$ cat config.mk
export PLATFORM = sky130hd
export DESIGN_NAME = clmul_dser
export DESIGN_NICKNAME = d
export VERILOG_FILES = /design/src/rtl/clmul_dser.sv
export SDC_FILE = /design/constraint.sdc
export NUM_CORES = 2
export LEC_CHECK = 0
export CORE_MARGIN = 3
export CORE_UTILIZATION = 25
export CTS_BUF_LIST = sky130_fd_sc_hd__clkbuf_16
export CTS_CLUSTER_DIAMETER = 60
export DETAILED_ROUTE_END_ITERATION = 6
export GPL_TIMING_DRIVEN = 0
export SYNTH_ARGS = -nofsm -noshare
export SYNTH_HDL_FRONTEND = slang
export SYNTH_SLANG_ARGS = --single-unit
$ cat constraint.sdc
create_clock -name clk -period 5.92 [get_ports clk]
set_clock_uncertainty 0.15 [all_clocks]
set_input_delay 1.184 -clock clk [delete_from_list [all_inputs] [get_ports clk]]
set_output_delay 1.184 -clock clk [all_outputs]
set_load 0.01 [all_outputs]
$ cat src/rtl/clmul_dser.sv
// Digit-serial GF(2) word multiplier with XOR accumulation across a chain of operations.
//
// For one operation, P[i] = XOR_j (op_a[W-1-j] & op_b[i+j]) for i, j in 0..W-1. Each BUSY
// cycle folds in one digit of D_W multiplier bits. Digits are taken in ascending j, which means
// from the top of op_a downward. Results of successive operations are XORed together until a
// beat marked in_last. The chain result is then presented on mul_r with a valid/ready handshake.
//
// Ports:
//   clk        in   system clock, rising edge
//   rst        in   synchronous active-high reset; discards any chain in flight
//   in_valid   in   operand beat valid
//   in_ready   out  beat can be accepted (IDLE only, low during reset)
//   in_last    in   this beat closes the accumulation chain
//   op_a       in   multiplier word, G_DAT_W bits
//   op_b       in   multiplicand window, 2*G_DAT_W-1 bits
//   out_valid  out  mul_r holds a completed chain result
//   out_ready  in   consumer accepts the result
//   mul_r      out  registered chain result, G_DAT_W bits
module clmul_dser #(
  parameter int G_DAT_W = 64,
  parameter int D_W     = 16
) (
  input  logic                 clk,
  input  logic                 rst,
  input  logic                 in_valid,
  output logic                 in_ready,
  input  logic                 in_last,
  input  logic [G_DAT_W-1:0]   op_a,
  input  logic [2*G_DAT_W-2:0] op_b,
  output logic                 out_valid,
  input  logic                 out_ready,
  output logic [G_DAT_W-1:0]   mul_r
);

  localparam int N     = G_DAT_W / D_W;
  localparam int CNT_W = (N > 1) ? $clog2(N) : 1;

  if ((D_W < 1) || (G_DAT_W % D_W != 0)) begin : g_bad_dw
    $error("clmul_dser: D_W must divide G_DAT_W");
  end

  typedef enum logic [1:0] {
    StIdle,
    StBusy,
    StDone
  } state_e;

  state_e               r_state;
  state_e               w_state_nxt;

  logic [G_DAT_W-1:0]   r_a;
  logic [2*G_DAT_W-2:0] r_b;
  logic                 r_last;
  logic [CNT_W-1:0]     r_cnt;
  logic [G_DAT_W-1:0]   r_acc;
  logic [G_DAT_W-1:0]   r_mul;

  logic [G_DAT_W-1:0]   w_pp;
  logic [G_DAT_W-1:0]   w_acc_nxt;
  logic                 w_cnt_end;

  assign w_cnt_end = (r_cnt == CNT_W'(N - 1));
  assign w_acc_nxt = r_acc ^ w_pp;
  assign mul_r     = r_mul;

  // Partial product of the current digit. r_a is shifted left and r_b right by one digit per
  // BUSY cycle. The current digit's multiplier bits therefore always sit at the top of r_a, and
  // the matching multiplicand window always starts at bit 0 of r_b. This avoids a wide
  // cnt-indexed mux.
  always_comb begin
    w_pp = '0;
    for (int i = 0; i < G_DAT_W; i++) begin
      for (int k = 0; k < D_W; k++) begin
        w_pp[i] = w_pp[i] ^ (r_a[G_DAT_W-1-k] & r_b[i+k]);
      end
    end
  end

  always_ff @(posedge clk) begin
    if (rst) begin
      r_state <= StIdle;
    end else begin
      r_state <= w_state_nxt;
    end
  end

  always_comb begin
    w_state_nxt = r_state;
    in_ready    = 1'b0;
    out_valid   = 1'b0;
    unique case (r_state)
      StIdle: begin
        in_ready = ~rst;
        if (in_valid) begin
          w_state_nxt = StBusy;
        end
      end
      StBusy: begin
        if (w_cnt_end) begin
          w_state_nxt = r_last ? StDone : StIdle;
        end
      end
      StDone: begin
        out_valid = 1'b1;
        if (out_ready) begin
          w_state_nxt = StIdle;
        end
      end
      default: w_state_nxt = StIdle;
    endcase
  end

  always_ff @(posedge clk) begin
    if (rst) begin
      r_a    <= '0;
      r_b    <= '0;
      r_last <= 1'b0;
      r_cnt  <= '0;
      r_acc  <= '0;
      r_mul  <= '0;
    end else begin
      case (r_state)
        StIdle: begin
          if (in_valid) begin
            r_a    <= op_a;
            r_b    <= op_b;
            r_last <= in_last;
            r_cnt  <= '0;
          end
        end
        StBusy: begin
          r_acc <= w_acc_nxt;
          // The counter wraps freely after the last digit. It is reloaded on the next acceptance.
          r_cnt <= r_cnt + 1'b1;
          r_a   <= r_a << D_W;
          r_b   <= r_b >> D_W;
          if (w_cnt_end && r_last) begin
            r_mul <= w_acc_nxt;
          end
        end
        StDone: begin
          if (out_ready) begin
            r_acc <= '0;
          end
        end
        default: ;
      endcase
    end
  end

endmodule

After elaboration in Yosys (flattened, before gate mapping)

Index checks and enable logic that the tools add are counted.

$add $sub $neg: 1
Equality and inequality tests: 6
Mux-type cells: 15
Bitwise gates (word level): 1986
Reduce and logical (&&, ||, !) cells: 9

Operators by type and width:

| operator                                             | number |
|---|---|
| bitwise AND 1 bit                                    | 1024 |
| XOR 1 bit                                            | 960 |
| case mux 64 bit (2 select lines)                     | 2 |
| case mux 127 bit (2 select lines)                    | 1 |
| 2-to-1 mux 64 bit                                    | 2 |
| 2-to-1 mux 127 bit                                   | 1 |
| XOR 64 bit                                           | 1 |
| 2-to-1 mux 2 bit                                     | 5 |
| AND reduction 2 bit                                  | 4 |
| != test 2 bit (second input constant)                | 3 |
| case mux 2 bit (3 select lines)                      | 1 |
| equality test 2 bit (second input constant)          | 2 |
| case mux 2 bit (2 select lines)                      | 1 |
| nonzero test 2 bit                                   | 2 |
| AND reduction 3 bit                                  | 1 |
| adder 2 x 1 -> 2 bit (second input constant)         | 1 |
| equality test 2 x 1 -> 1 bit (second input constant) | 1 |
| zero test 2 bit                                      | 1 |
| 2-to-1 mux 1 bit                                     | 2 |
| logical AND 1 bit                                    | 1 |
| inverter 1 bit                                       | 1 |

Bits in registers: 324
Input bits: 196
Output and inout bits: 66
Word-level logic and storage cells: 2024

Depth between registers and ports, before layout

Word-level depth: 18
Gate-level depth with buffers: 8
Mapped depth without buffers: 6

Worst setup path after synthesis

Ideal clock, no wire load.

Kind: input to output
Start point: in rst
End point: out in_ready
Arrival: 1854 ps
Data required time: 4586 ps
Slack: 2732 ps
Cell stages on the path: 3
Buffers on the path: 2
Cells stage by stage: clkbuf_1 > clkbuf_1 > nor3_1

Cells in the longest elaborated chain, start to end: 2

Ends and longest elaborated chain:

| what             | RTL line | RTL |
|---|---|---|
| start, declared  | 24       | `input logic rst,` |
| inverter 1 bit   | 93       | `in_ready = ~rst;` |
| 2-to-1 mux 1 bit | 91       | `unique case (r_state)` |
| end, declared    | 26       | `output logic in_ready,` |

Every way passes these cells.

Worst setup path after layout

Same ends and word-level chain as after synthesis.

==> metrics.md <==
| Metric | Value |
|---|---|
| Max-slew violations | `0` |
| Lkg Pwr | `10.8 nW` |
| CTS clk-pin slew, worst paths | `0.06 ns` |
| Vias in the first global route | `24,110` |
| Wire length on met2 | `47,000 um` |
| Crit path launch type | `input port` |
| Top-count cell post-synth | `nand2_1` |
| Largest delay contributor family on the critical path | `buffers and inverters` |
| Hold path startpoint | `mul_r[17]` |
| Yosys cell types | `26` |
| Hold Crit Class | `reg -> reg` |
| DR WL met3 | `14,000 um` |
| Buf/Inv on CP | `4` |
| Peak supply drop | `146 uV` |
| NumNets Final | `4,187` |
| Worst r2r path cells | `7` |
| Number of synthesized register bits | `324` |
| Worst Tran Pin Value | `1.32 ns` |
| Final setup margin | `1.10 ns` |
| Max-slew headroom | `0.116` |
| Hold EP | `mul_r[17]` |
| Syn_nets | `3,882` |
| Max layer used | `met5` |
| Power Internal | `5.06 mW` |
| Yosys top cell area share | `0.247` |
| Via density per instance | `4.78` |
| CTS tree | `built` |
| Largest net degree at the start of global routing | `14` |
| # rows | `118` |
| Multi-input logic area | `18,000 sq um` |
| Pwr Density | `255 nW/um^2` |
| # setup viols final | `0` |
| Clock power frac | `0.296` |
| Cell Chain, Critical Path | `clkdlybuf4s50_1 -> clkbuf_1 -> clkbuf_1 -> nor3_1 -> clkdlybuf4s50_1` |
| Fmax achieved | `208 MHz` |
| Post-synth top cells | `nand2_1 (1,506), xnor2_1 (640), dfxtp_1 (324)` |
| Die Y | `330 um` |
| FFs w/ async S/R, synth | `0` |
| Total CTS buffers | `40` |
| Maximum Capacitance Violations | `0` |
| CP peak stage delay | `0.54 ns` |
| Htree depth | `2` |
| Count of final hold-check violations | `0` |
| CP arrival | `3.48 ns` |
| Number of DRC markers in iteration 0 | `3,005` |
| Sequential-to-total area share from yosys stat | `0.247` |
| Slowest cell on crit path | `clkdlybuf4s50_1` |
| Psw | `3.09 mW` |
| # IOs | `262` |
| Via count | `25,890` |
| Area growth syn-to-layout | `21.7%` |
| Reg power frac | `0.309` |
| Reg2Reg Setup Slack | `2.80 ns` |
| Layout Utilization | `0.307` |
| Status | `complete, no violations` |
| Layout cells sized above 1 | `0.0662` |
| Detailed-router iteration count before antenna repair | `6` |
| Initial antenna violation count | `21` |
| Setup TNS | `0 ns` |
| Reg2reg start | `r_state[1]` |
| Switching Fraction | `0.379` |
| Core area | `104,000 sq um` |
| Min Tclk post-route | `4.82 ns` |
| Post-synth EDFFs | `0` |
| Post-Route WL | `112,000 um` |
| Setup Crit Path Kind | `in -> out` |
| Initial core utilization | `0.253` |
| Total global routing overflow | `0` |
| CP required | `4.59 ns` |
| Pre-CTS setup slack | `1.05 ns` |
| CTS Sinks | `324` |
| Yosys warns | `0` |
| CP max FO | `10` |
| Worst r2r dst | `r_b[12]` |
| WL/cell | `20.7 um` |
| Logic pwr share | `0.394` |
| Detailed placer's ending HPWL | `82,900 um` |
| Final Cycle Share | `0.814` |
| Worst-Skew Late Latency | `0.63 ns` |
| Syn Area/Cell | `7.11 sq um` |
| First-pass GRT wire length | `162,000 um` |
| Largest area contributor in the netlist | `dfxtp_1` |
| Gpl congestion | `0.953` |
| Register area | `6490 sq um` |
| CTS root buffer | `clkbuf_16` |
| CTS max path bufs | `3` |
| CP Capture Type | `output pin` |
| Cells after Synth | `3,685` |
| Gr usage total | `0.199` |
| Hold WS | `0.298 ns` |
| Ys flop type | `dfxtp_1` |
| Chip Width | `330 um` |
| Post-CTS Setup Repair Bufs | `0` |
| Hold_buf cts | `0` |
| RSZ-0062 raised after global routing | `no` |
| Remaining DRCs | `0` |
| Final ANT Viol Nets | `0` |
| DIE AREA | `109,000 sq um` |
| Number of port buffers | `261` |
| Layout filler cell count | `11,296` |
| Worst Hold Depth | `2` |
| Mapped Area | `26,200 sq um` |
| DRT met1 WL | `47,500 um` |
| Post-CTS Resized | `0` |
| Synth top area cells | `dfxtp_1 (25%), nand2_1 (22%), xnor2_1 (21%)` |
-- state kept, by name, summed over array words and instances (netlist names) --
signal,flops
r_cnt,2
mul_r,64
r_acc,64
r_a,64
r_last,1
r_state,2
r_b,127
-- worst max-delay path by stage --
stage | cells after the start | end | start | slack (ns)
2_1_floorplan | 3 | in_ready | rst | 2.73
3_5_place_dp | 5 | in_ready | rst | 1.05
4_1_cts | 5 | in_ready | rst | 1.04
3_3_place_gp | 6 | mul_r[25] | rst | 0.84
6_report | 5 | in_ready | rst | 1.10
5_1_grt | 5 | in_ready | rst | 0.98
-- logic make-up after synthesis --
| group | Yosys count | share of synthesized area |
|---|---|---|
| simple gates | 1713 | 0.248 |
| fa+ha+maj | 1 | 0.000477 |
| flops | 324 | 0.247 |
| compound gates | 325 | 0.0853 |
| buf+inv | 362 | 0.0648 |
| xor+xnor | 960 | 0.354 |
-- cell type report --
class	instances	share of cell area
Multi-Input combinational cell	2999	0.566
Sequential cell	324	0.203
Timing Repair Buffer	263	0.0832
Tap cell	1380	0.0541
Buffer	361	0.0532
Clock buffer	40	0.0314
Clock inverter	32	0.00820
Antenna cell	11	0.000863
Inverter	1	0.000118
-- power groups by stage --
stage	combinational (mW)	clock, mW	sequential (mW)
floorplan	2.19	0	2.52
global placement	3.13	0	2.56
detailed placement	3.15	0	2.56
CTS	3.17	2.46	2.52
global route	3.38	2.54	2.54
finish	3.21	2.42	2.52
-- per-layer routing --
layer,GRT usage,vias to the layer above
met5,0,-
li1,-,12153
met3,0.0600,189
met1,0.276,12062
met4,0.0549,16
met2,0.296,1470
-- worst register-to-register path, cell delays in order, from the launching register on --
cell,delay [ns]
dfxtp_1,0.35
nor2_1,0.14
and2_1,0.13
clkbuf_1,0.16
clkbuf_1,0.90
clkbuf_1,0.38
nand2_1,0.32
a311oi_1,0.45
-- cell usage in the layout (no fill, tap or decap), types with 64 or more instances in the layout --
cell             Yosys  routed
xnor2_1            640     640
xnor3_1             64      64
xor2_1             256     256
nand2_1           1506    1506
nor2_1             165     165
buf_2              166     166
clkbuf_1           144     144
o21ai_1            113     113
clkdlybuf4s50_1      0     261
a311oi_1           159     159
dfxtp_1            324     324
-- per-stage QoR --
step / cells / power (mW) / instance area [sq um]
3_5_place_dp: 5328 / 5.72 / 30600
6_report: 5411 / 8.15 / 31900
2_1_floorplan: 3685 / 4.71 / 26200
3_3_place_gp: 5326 / 5.69 / 30600
5_1_grt: 5400 / 8.47 / 31900
4_1_cts: 5400 / 8.14 / 31900
No activity file was read; power rests on OpenSTA's default activity.
